<file path="config.mk">
export PLATFORM = sky130hd
export DESIGN_NAME = key_filter_flat
export DESIGN_NICKNAME = d
export VERILOG_FILES = /design/src/rtl/key_filter_pkg.sv /design/src/rtl/key_filter_if.sv /design/src/rtl/key_debounce_ch.sv /design/src/rtl/key_filter.sv /design/src/flat_wrapper.sv
export SDC_FILE = /design/constraint.sdc
export NUM_CORES = 1
export LEC_CHECK = 0
export ABC_AREA = 1
export CORE_MARGIN = 2
export CORE_UTILIZATION = 30
export DETAILED_ROUTE_END_ITERATION = 6
export PLACE_DENSITY = 0.46
export RECOVER_POWER = 100
export SYNTH_ARGS = -nofsm -noshare
export SYNTH_HDL_FRONTEND = slang
export SYNTH_HIERARCHICAL = 1
export SYNTH_SLANG_ARGS = --single-unit
</file>
<file path="constraint.sdc">
create_clock -name sys_clk -period 1.4 [get_ports sys_clk]
set_input_delay 0.28 -clock sys_clk [delete_from_list [all_inputs] [get_ports sys_clk]]
set_output_delay 0.28 -clock sys_clk [all_outputs]
set_load 0.01 [all_outputs]
</file>
<file path="src/rtl/key_filter_pkg.sv">
// Shared encodings and defaults for the two-key debouncer.
package key_filter_pkg;

  localparam int          NUM_KEYS    = 2;
  localparam logic [19:0] CNT_MAX_DEF = 20'd999_999;  // 20 ms at 50 MHz

  typedef enum logic [1:0] {
    RELEASED     = 2'd0,
    PRESS_FILT   = 2'd1,
    PRESSED      = 2'd2,
    RELEASE_FILT = 2'd3
  } key_state_e;

endpackage

</file>
<file path="src/rtl/key_filter_if.sv">
// Key bus: raw active-low levels in, debounced active-high state (and press pulse
// when KEY_FILTER_FLAG_EN is defined) out.
interface key_filter_if;
  import key_filter_pkg::*;

  logic [NUM_KEYS-1:0] key_in;
  logic [NUM_KEYS-1:0] key_out;
`ifdef KEY_FILTER_FLAG_EN
  logic [NUM_KEYS-1:0] key_flag;

  modport master (output key_in, input  key_out, input  key_flag);
  modport slave  (input  key_in, output key_out, output key_flag);
`else
  modport master (output key_in, input  key_out);
  modport slave  (input  key_in, output key_out);
`endif
endinterface

</file>
<file path="src/rtl/key_debounce_ch.sv">
// One key channel: 2-flop synchronizer, 4-state filter FSM with saturating counter,
// registered level output and (with KEY_FILTER_FLAG_EN) a one-cycle press pulse.
module key_debounce_ch
  import key_filter_pkg::*;
#(
  parameter logic [19:0] CNT_MAX = CNT_MAX_DEF
) (
  input  logic clk_i,
  input  logic rst_ni,
  input  logic key_i,
`ifdef KEY_FILTER_FLAG_EN
  output logic flag_o,
`endif
  output logic key_o
);

  localparam int             CW   = (CNT_MAX == 20'd0) ? 1 : $clog2(int'(CNT_MAX) + 1);
  localparam logic [CW-1:0]  CMAX = CW'(CNT_MAX);

  logic [1:0]    sync_q;
  logic          sync;
  key_state_e    state_q, state_d;
  logic [CW-1:0] cnt_q, cnt_d;
  logic          out_q, out_d;
  logic          rise;

  assign sync = sync_q[1];

  always_ff @(posedge clk_i or negedge rst_ni) begin
    if (!rst_ni) begin
      sync_q  <= 2'b11;
      state_q <= RELEASED;
      cnt_q   <= '0;
      out_q   <= 1'b0;
    end else begin
      sync_q  <= {sync_q[0], key_i};
      state_q <= state_d;
      cnt_q   <= cnt_d;
      out_q   <= out_d;
    end
  end

  // Filter states count while the level stays at its new value; any reversion
  // drops straight back with the counter cleared.
  always_comb begin
    state_d = state_q;
    cnt_d   = cnt_q;
    out_d   = out_q;
    rise    = 1'b0;
    case (state_q)
      RELEASED: if (!sync) begin
        state_d = PRESS_FILT;
        cnt_d   = '0;
      end
      PRESS_FILT: begin
        if (sync) begin
          state_d = RELEASED;
          cnt_d   = '0;
        end else if (cnt_q == CMAX) begin
          state_d = PRESSED;
          cnt_d   = '0;
          out_d   = 1'b1;
          rise    = 1'b1;
        end else begin
          cnt_d   = cnt_q + CW'(1);
        end
      end
      PRESSED: if (sync) begin
        state_d = RELEASE_FILT;
        cnt_d   = '0;
      end
      RELEASE_FILT: begin
        if (!sync) begin
          state_d = PRESSED;
          cnt_d   = '0;
        end else if (cnt_q == CMAX) begin
          state_d = RELEASED;
          cnt_d   = '0;
          out_d   = 1'b0;
        end else begin
          cnt_d   = cnt_q + CW'(1);
        end
      end
      default: begin
        state_d = RELEASED;
        cnt_d   = '0;
      end
    endcase
  end

  assign key_o = out_q;

`ifdef KEY_FILTER_FLAG_EN
  logic flag_q;

  always_ff @(posedge clk_i or negedge rst_ni) begin
    if (!rst_ni) flag_q <= 1'b0;
    else         flag_q <= rise;
  end

  assign flag_o = flag_q;
`else
  logic unused_rise;
  assign unused_rise = rise;
`endif

endmodule

</file>
<file path="src/rtl/key_filter.sv">
// Two independent key debouncers behind the key_filter_if bus.
// Optional press pulse output enabled by defining KEY_FILTER_FLAG_EN.
module key_filter
  import key_filter_pkg::*;
#(
  parameter logic [19:0] CNT_MAX = CNT_MAX_DEF
) (
  input  logic        sys_clk,
  input  logic        sys_rst_n,
  key_filter_if.slave kif
);

  logic [NUM_KEYS-1:0] key_out_w;
`ifdef KEY_FILTER_FLAG_EN
  logic [NUM_KEYS-1:0] key_flag_w;
  assign kif.key_flag = key_flag_w;
`endif

  for (genvar g = 0; g < NUM_KEYS; g++) begin : g_ch
    key_debounce_ch #(.CNT_MAX(CNT_MAX)) u_ch (
      .clk_i  (sys_clk),
      .rst_ni (sys_rst_n),
      .key_i  (kif.key_in[g]),
`ifdef KEY_FILTER_FLAG_EN
      .flag_o (key_flag_w[g]),
`endif
      .key_o  (key_out_w[g])
    );
  end

  assign kif.key_out = key_out_w;

endmodule

</file>
<file path="src/flat_wrapper.sv">
// flat-port wrapper written by rule: the top's interface ports become plain ports
module key_filter_flat import key_filter_pkg::*;
#(
  parameter logic [19:0] CNT_MAX = CNT_MAX_DEF
)
  (sys_clk, sys_rst_n, kif_key_in, kif_key_out);
  key_filter_if kif_i ();
  input  logic sys_clk;
  input  logic sys_rst_n;
  input wire logic [$bits(kif_i.key_in)-1:0] kif_key_in;
  output wire logic [$bits(kif_i.key_out)-1:0] kif_key_out;
  assign kif_i.key_in = kif_key_in;
  assign kif_key_out = kif_i.key_out;
  key_filter #(.CNT_MAX(CNT_MAX)) u_core (.sys_clk(sys_clk), .sys_rst_n(sys_rst_n), .kif(kif_i));
endmodule
</file>
==> impl_metrics.tcl <==
set metrics [dict create \
    die_h_um 106 \
    hp-class "register to register" \
    nets 522 \
    async_flop_share_pct 100 \
    comb_power_share_pct 30.2 \
    switching_share_pct 33.2 \
    vias 3000 \
    hold_viol 0 \
    period_needed_ns 1.51 \
    fill_cells 1042 \
    hold_start "u_core/g_ch[1].u_ch/sync_q[0]" \
    fin_crit_sh_pct 108 \
    dp_hpwl_um 5730 \
    synth_seq_cells 50 \
    die_width_um 106 \
    leakagePower_nw 1.89 \
    start_util_pct 30.5 \
    layout_setup_ws_ns -0.108 \
    wl_per_cell_um 12.5 \
    grt_pass1_vias 2947 \
    power_density_mw_per_mm2 868 \
    ff2ff_path_depth 7 \
    endpoint_kind "register" \
    grt-ovfl-total 0 \
    clock_path_buffers 2 \
    drtPass1Iterations 5 \
    r2r-end "u_core/g_ch[1].u_ch/cnt_q[5]" \
    synth_top_flop_cell "dfrtp_1" \
    drive_gt1_share_pct 35.0 \
    cts_tree "done" \
    slew_violations 0 \
    drt_iter0_drc 132 \
    placed_area_mm2 0.00385 \
    setup_viol 40 \
    worstHoldEndpoint "u_core/g_ch[1].u_ch/sync_q[1]" \
    fin_cells 653 \
    crit_required_ns 1.58 \
    skew_ns 0.00683 \
    fin_area_mm2 0.00437 \
    synth_nets 434 \
    r2r_slack_ns -0.11 \
    final.setup.tns_ns -1.82 \
    hold_slack_ns 0.361 \
    grt_usage_pct 15.4 \
    antenna_found_initial 0 \
    p_seq_share_pct 43.7 \
    power_switching_mw 1.26 \
    synth.most_common_cell "nand2_1" \
    clock_sinks 50 \
    num_io_pins 6 \
    syn_area_mm2 0.00312 \
    ant_nets 0 \
    htreeDepth 2 \
    cts-root-buf "clkbuf_8" \
    synth_seq_area_share_pct 40.2 \
    ys_top_cells_by_count "nand2_1, nor2_1, dfrtp_1, inv_1, nand3_1" \
    hold_depth 0 \
    clk_latency_ns 0.30 \
    viasPerCell 4.59 \
    drv_cap 0 \
    grt_first_pass_wirelength_um 14100 \
    fin_total_pwr_mw 3.79 \
    dpl_worst_slack_ns -0.0957 \
    outcome "finished, violations left" \
    rsz0062_at_grt "yes" \
    yosysWarnings 6 \
    synth_top_area_share_pct 36.9 \
    yosysTopAreaCell "dfrtp_1" \
    synth_enable_flop_cells 0 \
    slew_headroom_pct 53.0 \
    io_buffers 5 \
    syn_inst 428 \
    synth.distinct_cells 26 \
    syn_area_per_cell_um2 7.30 \
    dieArea_mm2 0.0112 \
    synth_area_leaders "dfrtp_1, nand2_1, nor2_1" \
    max-vdd-ir-drop_v 0.000377 \
    worst_slew_pin_slew_ns 0.706 \
    num_rows 37 \
    timing.fmax_mhz 663 \
    dp.cells 626 \
    cts_buffers 5 \
    cp_max_fo 6 \
    grt_max_degree 51 \
    crit_type "register to register" \
    clock_power_share_pct 26.1 \
    routed_wl_um 8170 \
    intPower_mw 2.53 \
    areaGrowthSynthToFinish_pct 39.9 \
    cp.arrival_ns 1.69 \
    diodes 0 \
    coreArea_mm2 0.0102 \
    failed_checks "setup timing" \
    final_core_util_pct 42.7 \
    clk_pin_slew_worst_paths_ns 0.09 \
    place.gp.congestion 0.810 \
    drc_errors 0 \
    rr_startpoint "u_core/g_ch[1].u_ch/cnt_q[0]" \
    startpoint_type "register" \
]
[area by class of cell]
| cell class | count | area [µm²] | area share, % |
|---|---|---|---|
| sequential | 50 | 1260 | 28.9 |
| tap | 136 | 170 | 3.89 |
| multi-input combinational | 329 | 1930 | 44.2 |
| inverter | 44 | 168 | 3.84 |
| clock buffer | 8 | 110 | 2.52 |
| timing repair buffer | 86 | 727 | 16.6 |
[timing repair]
action	CTS	global route
pin swaps	12	22
hold buffers	1	0
endpoints found under the setup margin	42	46
endpoints found under the hold margin	46	0
cloned	1	0
gates resized for setup	27	49
setup buffers	6	11
[cell usage in the layout, fill, tap and decap left out, types with 2 or more instances in the layout]
| cell | instances |
|---|---|
| nand3_2 | 19 |
| o21ai_1 | 6 |
| dlygate4sd3_1 | 3 |
| ha_4 | 2 |
| nand3_4 | 7 |
| inv_2 | 5 |
| o21ai_0 | 4 |
| xor2_1 | 12 |
| o21bai_1 | 4 |
| nor2_2 | 11 |
| or2_1 | 2 |
| nand4_1 | 16 |
| dlygate4sd2_1 | 2 |
| nor3_1 | 2 |
| xnor2_1 | 2 |
| dfstp_2 | 4 |
| buf_4 | 65 |
| o21bai_4 | 2 |
| inv_1 | 38 |
| nand3_1 | 16 |
| o22ai_2 | 6 |
| dfrtp_2 | 6 |
| buf_12 | 2 |
| clkbuf_8 | 8 |
| dfrtp_1 | 40 |
| o21ai_2 | 8 |
| nor2_4 | 10 |
| nor2_1 | 36 |
| nand2_2 | 9 |
| buf_6 | 11 |
| nand2_1 | 151 |
[logic make-up after synthesis]
family	share of synthesized area [%]
buffers and inverters	7.05
XOR/XNOR	3.93
AND/OR/NAND/NOR	39.8
AO/OA/AOI/OAI	8.17
flip-flops	40.2
adder cells (fa/ha/maj)	0.801
[how the worst max path moves through the flow]
| stage | from | endpoint | slack (ns) | depth (start not counted) |
|---|---|---|---|---|
| after CTS | u_core/g_ch[1].u_ch/cnt_q[1] | u_core/g_ch[1].u_ch/cnt_q[16] | -0.09 | 9 |
| after floorplan | u_core/g_ch[0].u_ch/cnt_q[1] | u_core/g_ch[0].u_ch/cnt_q[16] | 0.02 | 9 |
| after global routing | u_core/g_ch[1].u_ch/cnt_q[0] | u_core/g_ch[1].u_ch/cnt_q[3] | -0.18 | 7 |
| after detailed placement | u_core/g_ch[1].u_ch/cnt_q[1] | u_core/g_ch[1].u_ch/cnt_q[16] | -0.1 | 9 |
| after global placement | u_core/g_ch[1].u_ch/cnt_q[1] | u_core/g_ch[1].u_ch/cnt_q[5] | -0.1 | 7 |
| final | u_core/g_ch[1].u_ch/cnt_q[0] | u_core/g_ch[1].u_ch/cnt_q[5] | -0.11 | 7 |
[sequential cells by signal (all words and copies together), names as in the netlist, named ones only]
signal / cells
u_core/g_ch.u_ch/cnt_q: 40
u_core/g_ch.u_ch/key_o: 2
u_core/g_ch.u_ch/sync_q: 4
u_core/g_ch.u_ch/state_q: 2
[per-layer routing]
layer / vias to the layer above / part of all wire, % / wire [µm] / global-route usage (%)
li1: 1556 / - / - / -
met1: 1419 / 53 / 4300 / 23.0
met2: 23 / 45 / 3690 / 24.1
met3: 2 / 1.6 / 133 / 1.66
met4: 0 / 0.44 / 36 / 3.67
met5: - / 0 / 0 / 0
[critical path: stages (launching register included)]
cell and delay (ns):
dfrtp_2 0.40, ha_4 0.15, nand3_4 0.09, nor2_4 0.15, nand3_4 0.11, o21bai_4 0.28
buf_6 0.16, o22ai_2 0.05
[power by group through the flow]
stage	Sequential [mW]	Clock, mW	Combinational (mW)
2_1_floorplan	1.69	0	0.484
3_3_place_gp	1.67	0	0.895
3_5_place_dp	1.68	0	0.904
4_1_cts	1.65	1.05	1.05
5_1_grt	1.67	1.10	1.26
6_report	1.66	0.991	1.14
Power figures use the tool's default switching activity.
